### src/rtl/lsu_mem_ctrl_if.sv
// Request/response and memory-strobe bundle for the load/store unit.
// slave: the LSU itself. master: the core plus data memory that surround it.
interface lsu_mem_ctrl_if #(
   parameter int ADDR_W = 32
);
   logic              i_Req;
   logic              i_We;
   logic [2:0]        i_Funct3;
   logic [ADDR_W-1:0] i_Addr;
   logic [31:0]       i_Wd;
   logic              o_Busy;
   logic              o_Ack;
   logic              o_Err;
   logic [31:0]       o_Rd;
   logic [ADDR_W-1:0] o_Mem_Addr;
   logic [31:0]       o_Mem_Wd;
   logic [3:0]        o_Mem_Wen;
   logic              o_Mem_Ren;
   logic [31:0]       i_Mem_Rd;

   modport slave (
      input  i_Req, i_We, i_Funct3, i_Addr, i_Wd, i_Mem_Rd,
      output o_Busy, o_Ack, o_Err, o_Rd, o_Mem_Addr, o_Mem_Wd, o_Mem_Wen, o_Mem_Ren
   );

   modport master (
      output i_Req, i_We, i_Funct3, i_Addr, i_Wd, i_Mem_Rd,
      input  o_Busy, o_Ack, o_Err, o_Rd, o_Mem_Addr, o_Mem_Wd, o_Mem_Wen, o_Mem_Ren
   );
endinterface

### src/rtl/lsu_mem_ctrl.sv
// Load/store unit: converts core byte/half/word requests into word-aligned,
// byte-enabled memory strobes and extends returned load data. Word-crossing
// accesses are split into two memory cycles or rejected, depending on
// SPLIT_MISALIGNED. One request in flight; all outputs registered.
module lsu_mem_ctrl #(
   parameter bit SPLIT_MISALIGNED = 1'b1,
   parameter int ADDR_W           = 32
) (
   input logic           i_clk,
   input logic           i_rst_n,
   lsu_mem_ctrl_if.slave bus
);

   typedef enum logic [2:0] {IDLE, ACC0, ACC1, CAP0, CAP1, ACK} state_t;

   state_t            state_q;
   logic              busy_q, ack_q, err_q, ren_q;
   logic [31:0]       rd_q, wd_q, wd_hi_q, d0_q;
   logic [ADDR_W-1:0] addr_q, addr1_q;
   logic [3:0]        wen_q, wen_hi_q;
   logic              we_q, split_q;
   logic [2:0]        f3_q;
   logic [1:0]        off_q;

   logic [1:0]        off_d;
   logic [3:0]        base_d;
   logic [7:0]        mask_d;
   logic [63:0]       wd64_d;
   logic [ADDR_W-1:0] word0_d;
   logic              illegal_d, cross_d;

   // Shift {d1,d0} down by the byte offset, then pick and extend the lane.
   function automatic logic [31:0] extract(input logic [2:0] f3, input logic [1:0] off,
                                           input logic [63:0] d);
      logic [31:0] s;
      s = 32'(d >> {off, 3'b000});
      case (f3)
         3'b000:  return {{24{s[7]}}, s[7:0]};
         3'b001:  return {{16{s[15]}}, s[15:0]};
         3'b100:  return {24'h000000, s[7:0]};
         3'b101:  return {16'h0000, s[15:0]};
         default: return s;
      endcase
   endfunction

   // Decode the incoming request: lane mask, shifted store data, legality, crossing.
   always_comb begin
      off_d = bus.i_Addr[1:0];
      case (bus.i_Funct3[1:0])
         2'b00:   base_d = 4'b0001;
         2'b01:   base_d = 4'b0011;
         default: base_d = 4'b1111;
      endcase
      mask_d  = {4'b0000, base_d} << off_d;
      wd64_d  = {32'h0000_0000, bus.i_Wd} << {off_d, 3'b000};
      word0_d = {bus.i_Addr[ADDR_W-1:2], 2'b00};
      cross_d = |mask_d[7:4];
      case (bus.i_Funct3)
         3'b000, 3'b001, 3'b010: illegal_d = 1'b0;
         3'b100, 3'b101:         illegal_d = bus.i_We;
         default:                illegal_d = 1'b1;
      endcase
   end

   // Control FSM; every output is a register written here.
   always_ff @(posedge i_clk or negedge i_rst_n) begin
      if (!i_rst_n) begin
         state_q  <= IDLE;
         busy_q   <= 1'b0;
         ack_q    <= 1'b0;
         err_q    <= 1'b0;
         ren_q    <= 1'b0;
         wen_q    <= '0;
         rd_q     <= '0;
         wd_q     <= '0;
         addr_q   <= '0;
         addr1_q  <= '0;
         wd_hi_q  <= '0;
         wen_hi_q <= '0;
         d0_q     <= '0;
         we_q     <= 1'b0;
         split_q  <= 1'b0;
         f3_q     <= '0;
         off_q    <= '0;
      end else begin
         ack_q <= 1'b0;
         err_q <= 1'b0;
         ren_q <= 1'b0;
         wen_q <= '0;
         case (state_q)
            IDLE, ACK: begin
               if (bus.i_Req) begin
                  we_q     <= bus.i_We;
                  f3_q     <= bus.i_Funct3;
                  off_q    <= off_d;
                  split_q  <= cross_d;
                  addr1_q  <= word0_d + ADDR_W'(4);
                  wd_hi_q  <= wd64_d[63:32];
                  wen_hi_q <= mask_d[7:4];
                  if (illegal_d || (cross_d && !SPLIT_MISALIGNED)) begin
                     ack_q   <= 1'b1;
                     err_q   <= 1'b1;
                     busy_q  <= 1'b0;
                     state_q <= ACK;
                  end else begin
                     busy_q  <= 1'b1;
                     addr_q  <= word0_d;
                     state_q <= ACC0;
                     if (bus.i_We) begin
                        wen_q <= mask_d[3:0];
                        wd_q  <= wd64_d[31:0];
                     end else begin
                        ren_q <= 1'b1;
                     end
                  end
               end else begin
                  busy_q  <= 1'b0;
                  state_q <= IDLE;
               end
            end
            ACC0: begin
               if (split_q) begin
                  addr_q  <= addr1_q;
                  state_q <= ACC1;
                  if (we_q) begin
                     wen_q <= wen_hi_q;
                     wd_q  <= wd_hi_q;
                  end else begin
                     ren_q <= 1'b1;
                  end
               end else if (we_q) begin
                  ack_q   <= 1'b1;
                  busy_q  <= 1'b0;
                  state_q <= ACK;
               end else begin
                  state_q <= CAP0;
               end
            end
            ACC1: begin
               if (we_q) begin
                  ack_q   <= 1'b1;
                  busy_q  <= 1'b0;
                  state_q <= ACK;
               end else begin
                  // word0 data arrives while word1 is being read
                  d0_q    <= bus.i_Mem_Rd;
                  state_q <= CAP1;
               end
            end
            CAP0: begin
               rd_q    <= extract(f3_q, off_q, {32'h0000_0000, bus.i_Mem_Rd});
               ack_q   <= 1'b1;
               busy_q  <= 1'b0;
               state_q <= ACK;
            end
            CAP1: begin
               rd_q    <= extract(f3_q, off_q, {bus.i_Mem_Rd, d0_q});
               ack_q   <= 1'b1;
               busy_q  <= 1'b0;
               state_q <= ACK;
            end
            default: begin
               busy_q  <= 1'b0;
               state_q <= IDLE;
            end
         endcase
      end
   end

   assign bus.o_Busy     = busy_q;
   assign bus.o_Ack      = ack_q;
   assign bus.o_Err      = err_q;
   assign bus.o_Rd       = rd_q;
   assign bus.o_Mem_Addr = addr_q;
   assign bus.o_Mem_Wd   = wd_q;
   assign bus.o_Mem_Wen  = wen_q;
   assign bus.o_Mem_Ren  = ren_q;

endmodule

### src/flat_wrapper.sv
// flat-port wrapper written by rule: the top's interface ports become plain ports
module lsu_mem_ctrl_flat 
#(
   parameter bit SPLIT_MISALIGNED = 1'b1,
   parameter int ADDR_W           = 32
)
  (i_clk, i_rst_n, bus_i_Req, bus_i_We, bus_i_Funct3, bus_i_Addr, bus_i_Wd, bus_i_Mem_Rd, bus_o_Busy, bus_o_Ack, bus_o_Err, bus_o_Rd, bus_o_Mem_Addr, bus_o_Mem_Wd, bus_o_Mem_Wen, bus_o_Mem_Ren);
  lsu_mem_ctrl_if #(.ADDR_W(ADDR_W)) bus_i ();
  input logic i_clk;
  input logic i_rst_n;
  input wire logic [$bits(bus_i.i_Req)-1:0] bus_i_Req;
  input wire logic [$bits(bus_i.i_We)-1:0] bus_i_We;
  input wire logic [$bits(bus_i.i_Funct3)-1:0] bus_i_Funct3;
  input wire logic [$bits(bus_i.i_Addr)-1:0] bus_i_Addr;
  input wire logic [$bits(bus_i.i_Wd)-1:0] bus_i_Wd;
  input wire logic [$bits(bus_i.i_Mem_Rd)-1:0] bus_i_Mem_Rd;
  output wire logic [$bits(bus_i.o_Busy)-1:0] bus_o_Busy;
  output wire logic [$bits(bus_i.o_Ack)-1:0] bus_o_Ack;
  output wire logic [$bits(bus_i.o_Err)-1:0] bus_o_Err;
  output wire logic [$bits(bus_i.o_Rd)-1:0] bus_o_Rd;
  output wire logic [$bits(bus_i.o_Mem_Addr)-1:0] bus_o_Mem_Addr;
  output wire logic [$bits(bus_i.o_Mem_Wd)-1:0] bus_o_Mem_Wd;
  output wire logic [$bits(bus_i.o_Mem_Wen)-1:0] bus_o_Mem_Wen;
  output wire logic [$bits(bus_i.o_Mem_Ren)-1:0] bus_o_Mem_Ren;
  assign bus_i.i_Req = bus_i_Req;
  assign bus_i.i_We = bus_i_We;
  assign bus_i.i_Funct3 = bus_i_Funct3;
  assign bus_i.i_Addr = bus_i_Addr;
  assign bus_i.i_Wd = bus_i_Wd;
  assign bus_i.i_Mem_Rd = bus_i_Mem_Rd;
  assign bus_o_Busy = bus_i.o_Busy;
  assign bus_o_Ack = bus_i.o_Ack;
  assign bus_o_Err = bus_i.o_Err;
  assign bus_o_Rd = bus_i.o_Rd;
  assign bus_o_Mem_Addr = bus_i.o_Mem_Addr;
  assign bus_o_Mem_Wd = bus_i.o_Mem_Wd;
  assign bus_o_Mem_Wen = bus_i.o_Mem_Wen;
  assign bus_o_Mem_Ren = bus_i.o_Mem_Ren;
  lsu_mem_ctrl #(.SPLIT_MISALIGNED(SPLIT_MISALIGNED), .ADDR_W(ADDR_W)) u_core (.i_clk(i_clk), .i_rst_n(i_rst_n), .bus(bus_i));
endmodule
### config.mk
export PLATFORM = sky130hd
export DESIGN_NAME = lsu_mem_ctrl_flat
export DESIGN_NICKNAME = d
export VERILOG_FILES = /design/src/rtl/lsu_mem_ctrl_if.sv /design/src/rtl/lsu_mem_ctrl.sv /design/src/flat_wrapper.sv
export SDC_FILE = /design/constraint.sdc
export NUM_CORES = 1
export LEC_CHECK = 0
export CAP_MARGIN = 20
export CORE_UTILIZATION = 40
export DETAILED_ROUTE_END_ITERATION = 6
export SETUP_SLACK_MARGIN = 0.05
export SLEW_MARGIN = 20
export SYNTH_ARGS = -nofsm -noshare
export SYNTH_HDL_FRONTEND = slang
export SYNTH_SLANG_ARGS = --single-unit
### constraint.sdc
create_clock -name i_clk -period 2.35 [get_ports i_clk]
set_clock_uncertainty 0.1 [all_clocks]
set_input_delay 0.47 -clock i_clk [delete_from_list [all_inputs] [get_ports i_clk]]
set_output_delay 0.47 -clock i_clk [all_outputs]
set_load 0.02 [all_outputs]
==> results.yml <==
synthesis:
  async_flop_share_pct: 100.0
  synth_flop_cell: "dfrtp_1"
  avgSynthCellArea_sq_um: 9.938
  ys_types: 62
  postSynthCellCount: 1153
  synth_edf_count: 0
  ys_seq_elements: 201
  synth_area_sq_um: 11460
  ys_seq_area_share_pct: 43.90
  yosys_warnings: 0
sta:
  timing_worst_slew_pin_value_ns: 0.8310
  slew_violations: 0
  whs_ns: 0.2502
  rsz0062_at_grt: "false"
  fin_crit_sh_pct: 90.54
  max_freq_ghz: 0.4700
  hold_viol_final: 0
  slew_headroom_pct: 44.54
  setup_viol: 0
  period_minus_slack_ns: 2.128
  tns_ns: 0
critical_path:
  cp_num_buf_inv: 2
  cp_top_family: "simple AND/OR/NAND/NOR gates"
  worst_r2r_endpoint: "u_core.bus.o_Mem_Addr[13]$_DFFE_PN0P_"
  crit_arrival_ns: 2.43
  crit_slowest_cell: "or3b_2"
  critPathKind: "reg -> reg"
  cp.required_ns: 2.65
  critical_path.max_fanout: 34
  end_kind: "flip-flop"
  regToRegSetupSlack_ns: 0.22
  r2r_start: "u_core.state_q[2]$_DFF_PN0_"
  critPathMaxStageDelay_ns: 0.48
  reg2regPathDepth: 6
  cp-start-kind: "flip-flop"
  critical_path.cell_chain: "buf_4 > or3b_2 > buf_4 > nand2_1 > nand2_1 > mux2_2"
flow_run:
  maxCapViolCount: 0
clock_tree:
  clk_latency_ns: 0.51
  cts.clk_slew.worst_paths_ns: 0.06
  cts_made_buffers: 24
  cts_tree: "done"
  cts_root_buf: "clkbuf_16"
  postCtsSetupRepairBufs: 0
  ctsLongestPathBuffers: 3
  htreeDepth: 1
  clock-sinks: 201
floorplanning:
  num_rows: 61
  die_area_sq_um: 29330
  start_util_pct: 40.91
  core_area_sq_um: 28010
  ios: 207
  fp.dieH_um: 171.3
  die_width_um: 171.3
power_and_ir_drop:
  powerDensity_nw_per_um2: 1344
  ir_drop_v: 0.0008361
  power_mw: 20.65
  sw_frac_of_total_pct: 38.91
  pwr-share-comb_pct: 51.7
  leakage_nw: 6.660
  clkPwrFrac_pct: 18.4
  power.switching_mw: 8.035
  intPower_mw: 12.62
  pwr-share-seq_pct: 29.9
drt:
  ant_nets: 0
  via_per_inst: 5.488
  detail_route.first_pass.iterations: 5
  drc: 0
  vias: 9879
  drtIter0Drc: 827
  routed_wl_mm: 33.77
  wl_per_cell_um: 18.76
global_route:
  grt_util_all_layers_pct: 23.33
  grt_pass1_vias: 9603
  overflow: 0
  antenna_found_initial: 1
  grt_max_degree: 78
  grt_pass1_wl_mm: 53.79
cells_and_area:
  fin_util_pct: 54.84
  final_net_count: 1508
  n_antenna_cell: 0
  syn_to_final_growth_pct: 34.06
  drive_above_1_share_pct: 22.15
place:
  globalplace.congestion: 0.8786
  numPortBuffers: 204
  hpwl_mm: 23.97
worst_hold_path:
  hp-class: "in -> async"
status:
  status: "complete, no violations"
==> per-layer routing <==
metal  vias up  track usage [%]  part of all wire, %
met3        53            2.830                  5.2
met2       312            35.79                   45
li1       4708                -                    -
met1      4804            34.76                   48
met5         -                0                0.038
met4         2            5.745                  2.0
==> Yosys cell counts, drive strengths merged, types with 4 or more instances <==
library cell  instances  area share (%)
nand2               207             6.8
a221o                 8            0.70
or3                   8            0.44
inv                  21            0.69
a211oi               17             1.1
a221oi               12             1.1
a22o                  9            0.69
mux2i                52             4.5
o221ai                9            0.69
and3                 16            0.87
mux2                127              12
nand3b                6            0.39
a31o                  4            0.31
a21oi                30             1.3
a22oi                10            0.66
dfrtp               201              44
o21ai                50             2.2
or4                   9            0.59
a31oi                19             1.0
o22ai                 9            0.49
buf                  59             3.1
nand3                43             1.9
nor2                 51             1.7
nand2b                4            0.22
a21o                  9            0.59
o31ai                16             1.0
xnor2                 4            0.31
xor2                 11            0.84
and2                  4            0.22
and4                  4            0.31
clkbuf               38             1.3
nor3                 17            0.74
o211ai               12            0.79
mux4                 16             3.1
nor2b                 4            0.22
nand4                13            0.76
==> cell families after synthesis <==
logic type	after synthesis	synth area share, %
AND/OR/NAND/NOR	399	16.24
AO/OA/AOI/OAI	223	13.39
flip-flops	201	43.90
multiplexers	195	20.17
buffers and inverters	118	5.023
XOR/XNOR	15	1.146
adder cells (fa/ha/maj)	1	0.1092
other	1	0.03273
==> how the worst max path moves through the flow <==
stage	slack, ns	startpoint	end	depth (start not counted)
2_1_floorplan	0.33	bus_i_Funct3[0]	u_core.bus.o_Mem_Wd[3]$_DFFE_PN0P_	5
5_1_grt	0.07	u_core.state_q[0]$_DFF_PN0_	u_core.bus.o_Mem_Wd[19]$_DFFE_PN0P_	7
3_3_place_gp	-0.31	bus_i_Funct3[0]	u_core.bus.o_Mem_Addr[22]$_DFFE_PN0P_	7
3_5_place_dp	-0.26	bus_i_Funct3[0]	u_core.bus.o_Mem_Addr[13]$_DFFE_PN0P_	7
4_1_cts	0.07	u_core.state_q[2]$_DFF_PN0_	u_core.bus.o_Mem_Wd[2]$_DFFE_PN0P_	5
6_report	0.22	u_core.state_q[2]$_DFF_PN0_	u_core.bus.o_Mem_Addr[13]$_DFFE_PN0P_	6
==> registers in the layout, indices dropped and copies added (netlist names), 3 cells and up <==
signal and flops:
u_core.wd_hi_q 24, u_core.bus.o_Mem_Addr 30, u_core.bus.o_Rd 32, u_core.wen_hi_q 3, u_core.f3_q 3, u_core.state_q 3
u_core.bus.o_Mem_Wd 32, u_core.d0_q 32, u_core.addr1_q 30, u_core.bus.o_Mem_Wen 4
==> placed cells by master (no fill, tap or decap), types with 10 or more instances in the layout <==
master	count
nand2_1	207
a31oi_1	19
buf_4	104
nand3_1	43
a211oi_1	17
o21ai_0	48
mux4_2	16
a21oi_1	30
a22oi_1	10
nor2_1	50
buf_12	11
xor2_1	11
clkdlybuf4s50_1	202
clkbuf_16	25
o31ai_1	16
o211ai_1	12
mux2i_1	52
mux2_2	125
nor3_1	15
dfrtp_1	199
nand4_1	12
inv_1	21
and3_1	16
a221oi_1	10
==> cell type report <==
class	count	area, sq um
fill	2519	12650
clock inverter	7	85.08
multi-input combinational	835	5898
inverter	21	78.83
clock buffer	37	730.7
timing repair buffer	321	3063
tap	378	473.0
sequential	201	5032
==> metrics by stage <==
stage | std cells | area [sq um] | setup WS (ns)
final | 1800 | 15360 | 0.2224
after global routing | 1800 | 15360 | 0.07263
after CTS | 1800 | 15350 | 0.06960
after detailed placement | 1755 | 14520 | -0.2647
after global placement | 1755 | 14520 | -0.3071
after floorplan | 1154 | 11460 | 0.3324
==> power groups by stage <==
stage          Combinational, mW  Clock [mW]  Sequential [mW]
2_1_floorplan               6.01           0             6.82
4_1_cts                     10.7        3.90             6.17
5_1_grt                     11.6        4.06             6.35
3_3_place_gp                10.5           0             6.17
3_5_place_dp                10.7           0             6.19
6_report                    10.7        3.81             6.17
==> timing repair <==
item	CTS	global route
hold buffers	1	0
endpoints found under the hold margin	31	0
gates resized for setup	0	2
setup endpoints to repair	0	10
(Power assumes the default switching activity.)
